===== config.mk =====
export PLATFORM = sky130hd
export DESIGN_NAME = imem_port_arbiter
export DESIGN_NICKNAME = d
export VERILOG_FILES = /design/src/rtl/imem_port_arbiter.sv
export SDC_FILE = /design/constraint.sdc
export NUM_CORES = 1
export LEC_CHECK = 0
export CORE_ASPECT_RATIO = 0.75
export CORE_MARGIN = 1.5
export CORE_UTILIZATION = 39
export CTS_BUF_LIST = sky130_fd_sc_hd__clkbuf_4
export CTS_CLUSTER_DIAMETER = 30
export DETAILED_ROUTE_END_ITERATION = 10
export GPL_TIMING_DRIVEN = 0
export PLACE_DENSITY = 0.88
export SYNTH_ARGS = -nofsm -noshare
export SYNTH_HDL_FRONTEND = slang
export SYNTH_SLANG_ARGS = --single-unit

===== constraint.sdc =====
create_clock -name clk -period 7.35 [get_ports clk]
set_input_delay 1.47 -clock clk [delete_from_list [all_inputs] [get_ports clk]]
set_output_delay 1.47 -clock clk [all_outputs]
set_load 0.02 [all_outputs]

===== src/rtl/imem_port_arbiter.sv =====
// Shares one single-port synchronous instruction memory between CPU fetch and a loader/debug port.
// Latency: grants are combinational; every granted request gets its response exactly one cycle later.
// Backpressure: requesters hold req until gnt. In BOOT only the loader is served. In RUN fetch wins
// unless the loader has been refused STARVE_MAX times in a row.
// Optional macro IMEM_WRITE_PROTECT_EN: loader writes in RUN are granted but blocked and answered with an error.

module imem_port_arbiter #(
    parameter int IDX_W      = 8,
    parameter int STARVE_MAX = 4
) (
    input  logic             clk,
    input  logic             rst,
    input  logic             f_req,
    input  logic [31:0]      f_addr,
    output logic             f_gnt,
    output logic             f_rvalid,
    output logic [31:0]      f_rdata,
    output logic             f_err,
    input  logic             l_req,
    input  logic             l_we,
    input  logic [31:0]      l_addr,
    input  logic [31:0]      l_wdata,
    input  logic             l_done,
    output logic             l_gnt,
    output logic             l_rvalid,
    output logic [31:0]      l_rdata,
    output logic             l_err,
    output logic             cpu_hold,
    output logic             mem_en,
    output logic             mem_we,
    output logic [IDX_W-1:0] mem_idx,
    output logic [31:0]      mem_wdata,
    input  logic [31:0]      mem_rdata
);

    localparam int CNT_W = 4;

    typedef enum logic {
        BOOT = 1'b0,
        RUN  = 1'b1
    } state_t;

    state_t           state;
    logic [CNT_W-1:0] starve_cnt;
    logic             starve_hit;

    logic             f_mis;
    logic             l_mis;
    logic             l_blocked;

    // Response bookkeeping for the access granted in the previous cycle.
    logic             resp_err;
    logic             resp_zero;
    logic             resp_err_nxt;
    logic             resp_zero_nxt;
    logic [31:0]      resp_data;

    // Last delivered read data, held for each port between its responses.
    logic [31:0]      f_hold;
    logic [31:0]      l_hold;

    // Address bits above the word index are deliberately ignored (addresses wrap).
    logic             unused_addr_bits;
    assign unused_addr_bits = ^{f_addr[31:IDX_W+2], l_addr[31:IDX_W+2]};

    assign starve_hit = (starve_cnt == CNT_W'(STARVE_MAX));
    assign f_mis      = (f_addr[1:0] != 2'b00);
    assign l_mis      = (l_addr[1:0] != 2'b00);

`ifdef IMEM_WRITE_PROTECT_EN
    // Once the CPU runs, the program image is read-only to the loader.
    assign l_blocked = (state == RUN) && l_we;
`else
    assign l_blocked = 1'b0;
`endif

    // Pick at most one winner: loader only in BOOT, fetch-first with starvation override in RUN.
    always_comb begin
        f_gnt = 1'b0;
        l_gnt = 1'b0;
        if (!rst) begin
            if (state == BOOT) begin
                l_gnt = l_req;
            end else if (l_req && (!f_req || starve_hit)) begin
                l_gnt = 1'b1;
            end else begin
                f_gnt = f_req;
            end
        end
    end

    // Drive the memory from the winner; misaligned or blocked accesses never reach the macro.
    always_comb begin
        mem_en    = 1'b0;
        mem_we    = 1'b0;
        mem_idx   = f_addr[IDX_W+1:2];
        mem_wdata = l_wdata;
        if (l_gnt) begin
            mem_idx = l_addr[IDX_W+1:2];
            mem_en  = !l_mis && !l_blocked;
            mem_we  = l_we && !l_mis && !l_blocked;
        end else if (f_gnt) begin
            mem_en  = !f_mis;
        end
    end

    // Classify the response that the current grant will produce next cycle.
    always_comb begin
        resp_err_nxt  = 1'b0;
        resp_zero_nxt = 1'b0;
        if (l_gnt) begin
            resp_err_nxt  = l_mis || l_blocked;
            resp_zero_nxt = l_mis || l_blocked || l_we;
        end else if (f_gnt) begin
            resp_err_nxt  = f_mis;
            resp_zero_nxt = f_mis;
        end
    end

    // Boot/run sequencing, registered cpu_hold and the loader starvation counter.
    always_ff @(posedge clk or posedge rst) begin
        if (rst) begin
            state      <= BOOT;
            cpu_hold   <= 1'b1;
            starve_cnt <= '0;
        end else begin
            case (state)
                BOOT: begin
                    starve_cnt <= '0;
                    if (l_done) begin
                        state    <= RUN;
                        cpu_hold <= 1'b0;
                    end
                end
                RUN: begin
                    if (l_req && !l_gnt) begin
                        if (!starve_hit) begin
                            starve_cnt <= starve_cnt + 1'b1;
                        end
                    end else begin
                        starve_cnt <= '0;
                    end
                end
                default: begin
                    state    <= BOOT;
                    cpu_hold <= 1'b1;
                end
            endcase
        end
    end

    // Register the owner of this cycle's grant so its response pulses exactly one cycle later.
    always_ff @(posedge clk or posedge rst) begin
        if (rst) begin
            f_rvalid  <= 1'b0;
            l_rvalid  <= 1'b0;
            resp_err  <= 1'b0;
            resp_zero <= 1'b0;
        end else begin
            f_rvalid  <= f_gnt;
            l_rvalid  <= l_gnt;
            resp_err  <= resp_err_nxt;
            resp_zero <= resp_zero_nxt;
        end
    end

    // Memory data arrives in the response cycle; errors and writes return zero.
    assign resp_data = resp_zero ? 32'h0 : mem_rdata;

    // Capture delivered data so each port's rdata holds while the other port is served.
    always_ff @(posedge clk or posedge rst) begin
        if (rst) begin
            f_hold <= '0;
            l_hold <= '0;
        end else begin
            if (f_rvalid) begin
                f_hold <= resp_data;
            end
            if (l_rvalid) begin
                l_hold <= resp_data;
            end
        end
    end

    assign f_rdata = f_rvalid ? resp_data : f_hold;
    assign l_rdata = l_rvalid ? resp_data : l_hold;
    assign f_err   = f_rvalid && resp_err;
    assign l_err   = l_rvalid && resp_err;

endmodule


==> results of run 1 <==
-- state kept, by name (all words and copies together), names as in the netlist --
| register | count |
|---|---|
| l_hold | 32 |
| resp_err | 1 |
| cpu_hold | 1 |
| starve_cnt | 4 |
| f_hold | 32 |
| state | 1 |
| resp_zero | 1 |
| f_rvalid | 1 |
| l_rvalid | 1 |
-- area by class of cell --
type,count,area [um2],share of cell area
multi-input combinational,143,1280,0.232
clock buffer,9,67.6,0.0122
clock inverter,7,141,0.0256
buffer,45,298,0.0539
sequential,74,1850,0.336
timing repair buffer,171,1720,0.312
tap,108,135,0.0245
inverter,6,25.0,0.00453
-- cells by family after synthesis --
logic type / Yosys count
simple gates: 54
buf+inv: 51
flops: 74
xor+xnor: 1
mux: 73
fa+ha+maj: 2
compound gates: 13
-- layout by cell type (no fill, tap or decap), drive strengths merged, types with 3 or more instances in the layout --
cell,instances
buf,40
clkdlybuf4s50,170
and2,3
mux2,72
dfrtp,73
clkbuf,15
inv,6
nor2,5
nor2b,32
nand3,4
bufinv,4
nand2,3
-- worst max path at each step --
stage          from    endpoint  depth (start not counted)
2_1_floorplan   rst  mem_idx[0]                          3
3_3_place_gp    rst  mem_idx[1]                          5
3_5_place_dp    rst  mem_idx[7]                          6
4_1_cts         rst  mem_idx[7]                          6
5_1_grt         rst  mem_idx[1]                          6
6_report        rst  mem_idx[7]                          6
-- stage by stage --
stage,utilization,total power [W]
finish,0.648,0.00132
global route,0.648,0.00138
CTS,0.648,0.00133
detailed placement,0.623,0.000978
global placement,0.620,0.000962
floorplan,-,0.000749
-- power breakdown --
part	switching [W]	leakage (nW)	internal, W	total [W]
Clock	0.000144	0.106	0.000206	0.000350
Sequential	0.0000202	0.918	0.000476	0.000496
Combinational	0.000224	1.37	0.000246	0.000470
-- layer usage --
metal,part of all wire,vias up,global-route usage
li1,-,1244,-
met1,0.40,1291,0.224
met2,0.50,116,0.342
met3,0.079,11,0.0787
met4,0.013,0,0.0575
met5,0,-,0
-- critical path: cells and delay by family --
family,cells,cell delay (ps)
buffers and inverters,4,1760
multiplexers,1,260
AO/OA/AOI/OAI,1,190
==> impl_metrics.csv, run 1 <==
group,metric,value,unit
worst_setup_path,cp_max_fo,41,
synthesis,synth_most_common_cell,"dfrtp_1",
clocking,clkTransAtPathRegs,110,ps
sta,layout_setup_ws,2180,ps
synthesis,syn_area_per_cell,12.9,um2
synthesis,netlist_top_cells_count,"dfrtp_1, mux2_2, buf_4, nor2b_1, buf_2",
worst_setup_path,cpPeakStageDelay,600,ps
synthesis,synth_compound_area_frac,0.0319,
finish,insertedDiodeCount,0,
clocking,cts_resized,0,
worst_setup_path,start_kind,"input pin",
worst_setup_path,crit_top_cell,"clkdlybuf4s50_1",
synthesis,yosysSeqAreaShare,0.537,
drt,drc,0,
floorplan,io_pins,247,
place,post-place-ws,2120,ps
clocking,htree_num_levels,3,
sta,setup_tns,0,ps
synthesis,synth_warnings,0,
grt,antenna_found_initial,0,
drt,vias_per_cell,4.73,
synthesis,synth_flop_cell,"dfrtp_1",
worst_setup_path,crit_path_end_kind,"primary output",
hold_path,min_path_cells,1,
sta,rsz0062_at_grt,"no",
clocking,worstSkewPairLatency,430,ps
synthesis,synth_edf_count,0,
floorplan,die_h,84.5,um
floorplan,die-area,0.00943,mm2
synthesis,ys_seq_elements,74,
hold_path,hold_start,"cpu_hold",
synthesis,synth_top_family_by_area,"multiplexers",
clocking,cts_inserted_buffers,9,
synthesis,async_flop_share,1.00,
grt,grt_max_degree,42,
sta,setup_viol,0,
worst_setup_path,cp_data_arrival_time,3700,ps
synthesis,netlist_area,0.00345,mm2
grt,grt_pass1_vias,2987,
finish,instances_no_fill,563,
place,place_inst,547,
synthesis,yosys.area.top_type_share,0.529,
synthesis,netlist_instances,268,
worst_setup_path,r2r_start,"starve_cnt[0]",
clocking,post_cts_buffers,0,
finish,final_area,0.00552,mm2
sta,clock.fmax,193,MHz
drt,wl_per_cell,15.9,um
place,io_buffers,170,
synthesis,synth_xor_area_frac,0.00254,
grt,grt_overflow,0,
sta,fin_worst_skew,14.0,ps
worst_setup_path,r2r_cells,6,
drt,drt-initial-drc-count,46,
floorplan,fp.dieW,112,um
finish,syn_to_final_growth,59.9,%
hold_path,holdPathEnd,"cpu_hold",
run,cap_violations,0,
synthesis,synthAdderAreaFrac,0.00725,
sta,slew_headroom,0.658,
synthesis,muxShareOfSynthArea,0.238,
hold_path,hold_path.class,"flip-flop to flip-flop",
finish,drive_above_1_share,0.295,
worst_setup_path,critical_path_class,"input pin to primary output",
drt,vias,2662,
sta,final.period_utilization,0.704,
clocking,holdBufCountCts,0,
clocking,cts_buffer_depth,2,
worst_setup_path,rr_endpoint,"resp_zero",
worst_setup_path,critPathRequiredTime,5880,ps
sta,min_period,5170,ps
synthesis,yosys.area_share.simple,0.0913,
status,status,"completed",
finish,n_fill_cell,686,
synthesis,ys_top_cells_by_area,"dfrtp_1, mux2_2, buf_4",
worst_setup_path,worstPathCellList,"clkdlybuf4s50_1 > inv_4 > buf_12 > o211ai_4 > mux2_2 > clkdlybuf4s50_1",
synthesis,syn_nets,404,
power_and_ir_drop,powerDensity,238,mW/mm2
clocking,tritoncts,"done",
synthesis,synth_cell_types,31,
floorplan,design.core.area,0.00853,mm2
finish,nets,586,
floorplan,std_cell_rows,29,
floorplan,start_util,0.405,
place,dpl.hpwl,6.99,mm
worst_setup_path,cpMaxStageDelayCell,"clkdlybuf4s50_1",
sta,slew_viol_final,0,
place,routabilityCongestion,0.773,
grt,grt_usage,0.196,
power_and_ir_drop,vdd_drop_max,0.146,mV
clocking,cts_root_buf,"clkbuf_4",
power_and_ir_drop,p_leak,2.39,nW
worst_setup_path,r2r_setup_slack,5620,ps
grt,grt_pass1_wl,14.4,mm
drt,wl,8.93,mm
drt,ant_nets,0,
sta,worst_pin_slew,507,ps
synthesis,yosysTopAreaCell,"dfrtp_1",
place,placed_area,0.00531,mm2
clocking,cts.sinks,74,
sta,hold_viol,0,
drt,firstDrtPassIters,4,
sta,whs,502,ps
No activity file was read; power rests on OpenSTA's default activity.
==> inputs of run 2 (changes only) <==
CORE_UTILIZATION = 36   (was 39)
PLACE_DENSITY = 0.82   (was 0.88)
clock period = 5 ns   (was 7.35 ns; I/O delays follow)
==> run 2 against run 1 <==
  * Global-route usage decreased by 2.3 points
  * Via count fell by 1.3%
  * Critical path depth is the same
  * Worst hold slack worse by 12 ps
  * Wire length fell by 2.5%
  * Clock power is 43% higher
  * Clock-buffer cell count up 1
  * Final area up 0.48%
  * Core utilization fell by 4.4 points
==> impl_metrics.csv, run 2 (synthesis gave the netlist of run 1 again) <==
group,metric,value,unit
floorplan,io_pins,247,
finish,instances_no_fill,582,
hold_path,hold_start,"cpu_hold",
place,place_inst,567,
sta,fin_worst_skew,10.1,ps
floorplan,fp.dieW,116,um
sta,rsz0062_at_grt,"no",
clocking,post_cts_buffers,0,
place,routabilityCongestion,0.710,
status,status,"completed",
grt,grt_overflow,0,
worst_setup_path,path_delay_family,"buffers and inverters",
grt,antenna_found_initial,0,
finish,drive_above_1_share,0.293,
sta,setup_tns,0,ps
hold_path,hold_path.class,"flip-flop to flip-flop",
power_and_ir_drop,p_leak,2.39,nW
grt,grt_pass1_wl,13.5,mm
sta,worst_pin_slew,531,ps
place,dpl.hpwl,6.77,mm
worst_setup_path,cp-startpoint,"rst",
sta,final.period_utilization,0.809,
clocking,cts_inserted_buffers,9,
worst_setup_path,crit_top_cell,"clkdlybuf4s50_1",
worst_setup_path,critPathRequiredTime,4000,ps
clocking,cts_resized,0,
power_and_ir_drop,powerDensity,345,mW/mm2
grt,grt_pass1_vias,2778,
sta,min_period,4050,ps
drt,vias,2628,
place,post-place-ws,903,ps
finish,final_cell_mix,"clkdlybuf4s50_1, dfrtp_1, mux2_2, nor2b_1, buf_4",
worst_setup_path,worstPathCellList,"clkdlybuf4s50_1 > inv_4 > buf_16 > o211ai_4 > mux2_2 > clkdlybuf4s50_1",
power_and_ir_drop,vdd_drop_max,0.212,mV
clocking,htree_num_levels,3,
drt,wl_per_cell,15.0,um
finish,syn_to_final_growth,60.7,%
sta,slew_headroom,0.646,
sta,clock.fmax,247,MHz
clocking,cts_buffer_depth,2,
drt,vias_per_cell,4.52,
worst_setup_path,cp_max_fo,68,
floorplan,start_util,0.376,
clocking,holdBufCountCts,0,
floorplan,die_h,87.8,um
worst_setup_path,cp_data_arrival_time,3050,ps
floorplan,std_cell_rows,30,
finish,seq_area,0.00185,mm2
worst_setup_path,start_kind,"input pin",
sta,layout_setup_ws,953,ps
drt,drt-initial-drc-count,58,
worst_setup_path,cpMaxStageDelayCell,"clkdlybuf4s50_1",
floorplan,die-area,0.0102,mm2
worst_setup_path,critical_path_class,"input pin to primary output",
grt,grt_usage,0.173,
sta,slew_viol_final,0,
clocking,tritoncts,"done",
finish,insertedDiodeCount,0,
finish,reg_top3,"f_hold: 32 flops, l_hold: 32 flops, starve_cnt: 4 flops",
finish,final_common_cell,"clkdlybuf4s50_1",
place,io_buffers,170,
finish,n_fill_cell,754,
worst_setup_path,path_buf_inv,4,
worst_setup_path,cpPeakStageDelay,620,ps
clocking,cts.sinks,74,
grt,grt_max_degree,69,
finish,nets,586,
run,cap_violations,0,
finish,fin_util,0.603,
clocking,clkTransAtPathRegs,100,ps
drt,drc,0,
clocking,worstSkewPairLatency,400,ps
clocking,cts_root_buf,"clkbuf_4",
worst_setup_path,r2r_setup_slack,3240,ps
drt,wl,8.71,mm
sta,hold_viol,0,
drt,firstDrtPassIters,4,
worst_setup_path,crit_path_end_kind,"primary output",
finish,multi_input_area,0.00128,mm2
drt,ant_nets,0,
sta,setup_viol,0,
worst_setup_path,r2r_start,"starve_cnt[0]",
floorplan,design.core.area,0.00920,mm2
run 2: cell types whose count changed in the layout (fill, tap and decap cells not counted), sizes merged:
cell    change
clkbuf      +1
clkinv      -2
run 2: final cells by class:
class | instances | area share
flip-flops and latches | 74 | 0.334
repair buffers | 171 | 0.312
multi-input cells | 143 | 0.231
plain buffers | 45 | 0.0537
well taps | 128 | 0.0289
clock inverters | 5 | 0.0230
clock buffers | 10 | 0.0135
inverters | 6 | 0.00451
run 2: stage by stage:
| stage | power [W] | cell area, um2 | hold slack (ps) |
|---|---|---|---|
| CTS | 0.00195 | 5550 | 490 |
| finish | 0.00192 | 5550 | 489 |
| floorplan | 0.00110 | 3450 | 515 |
| detailed placement | 0.00143 | 5350 | 474 |
| global placement | 0.00142 | 5320 | 470 |
| global route | 0.00202 | 5550 | 524 |
run 2: power breakdown:
part	total [W]	switching [W]	internal (W)
combinational	0.000686	0.000324	0.000362
clock	0.000502	0.000196	0.000307
sequential	0.000727	0.0000274	0.000700
run 2: worst paths after layout:
path                         endpoint  depth (start not counted)
max                        mem_idx[7]                          6
min                          cpu_hold                          1
max reg2reg                 resp_zero                          6
min reg2reg                  cpu_hold                          1
max in group asynchronous  l_hold[29]                          3
min in group asynchronous  f_hold[19]                          2
run 2: worst register-to-register path, stage by stage, from the launching register on:
cell	delay [ps]
dfrtp_1	440
inv_1	60
ha_1	220
and3b_1	190
buf_2	150
o21ai_0	410
o31ai_1	150
run 2: layer usage:
metal  global-route usage  share of wire  vias up  wire length, um
met2                0.314           0.52      101             4530
met5                    0              0        -                0
li1                     -              -     1237                -
met1                0.202           0.41     1283             3530
met4               0.0432         0.0068        0               59
met3               0.0512          0.068        7              592
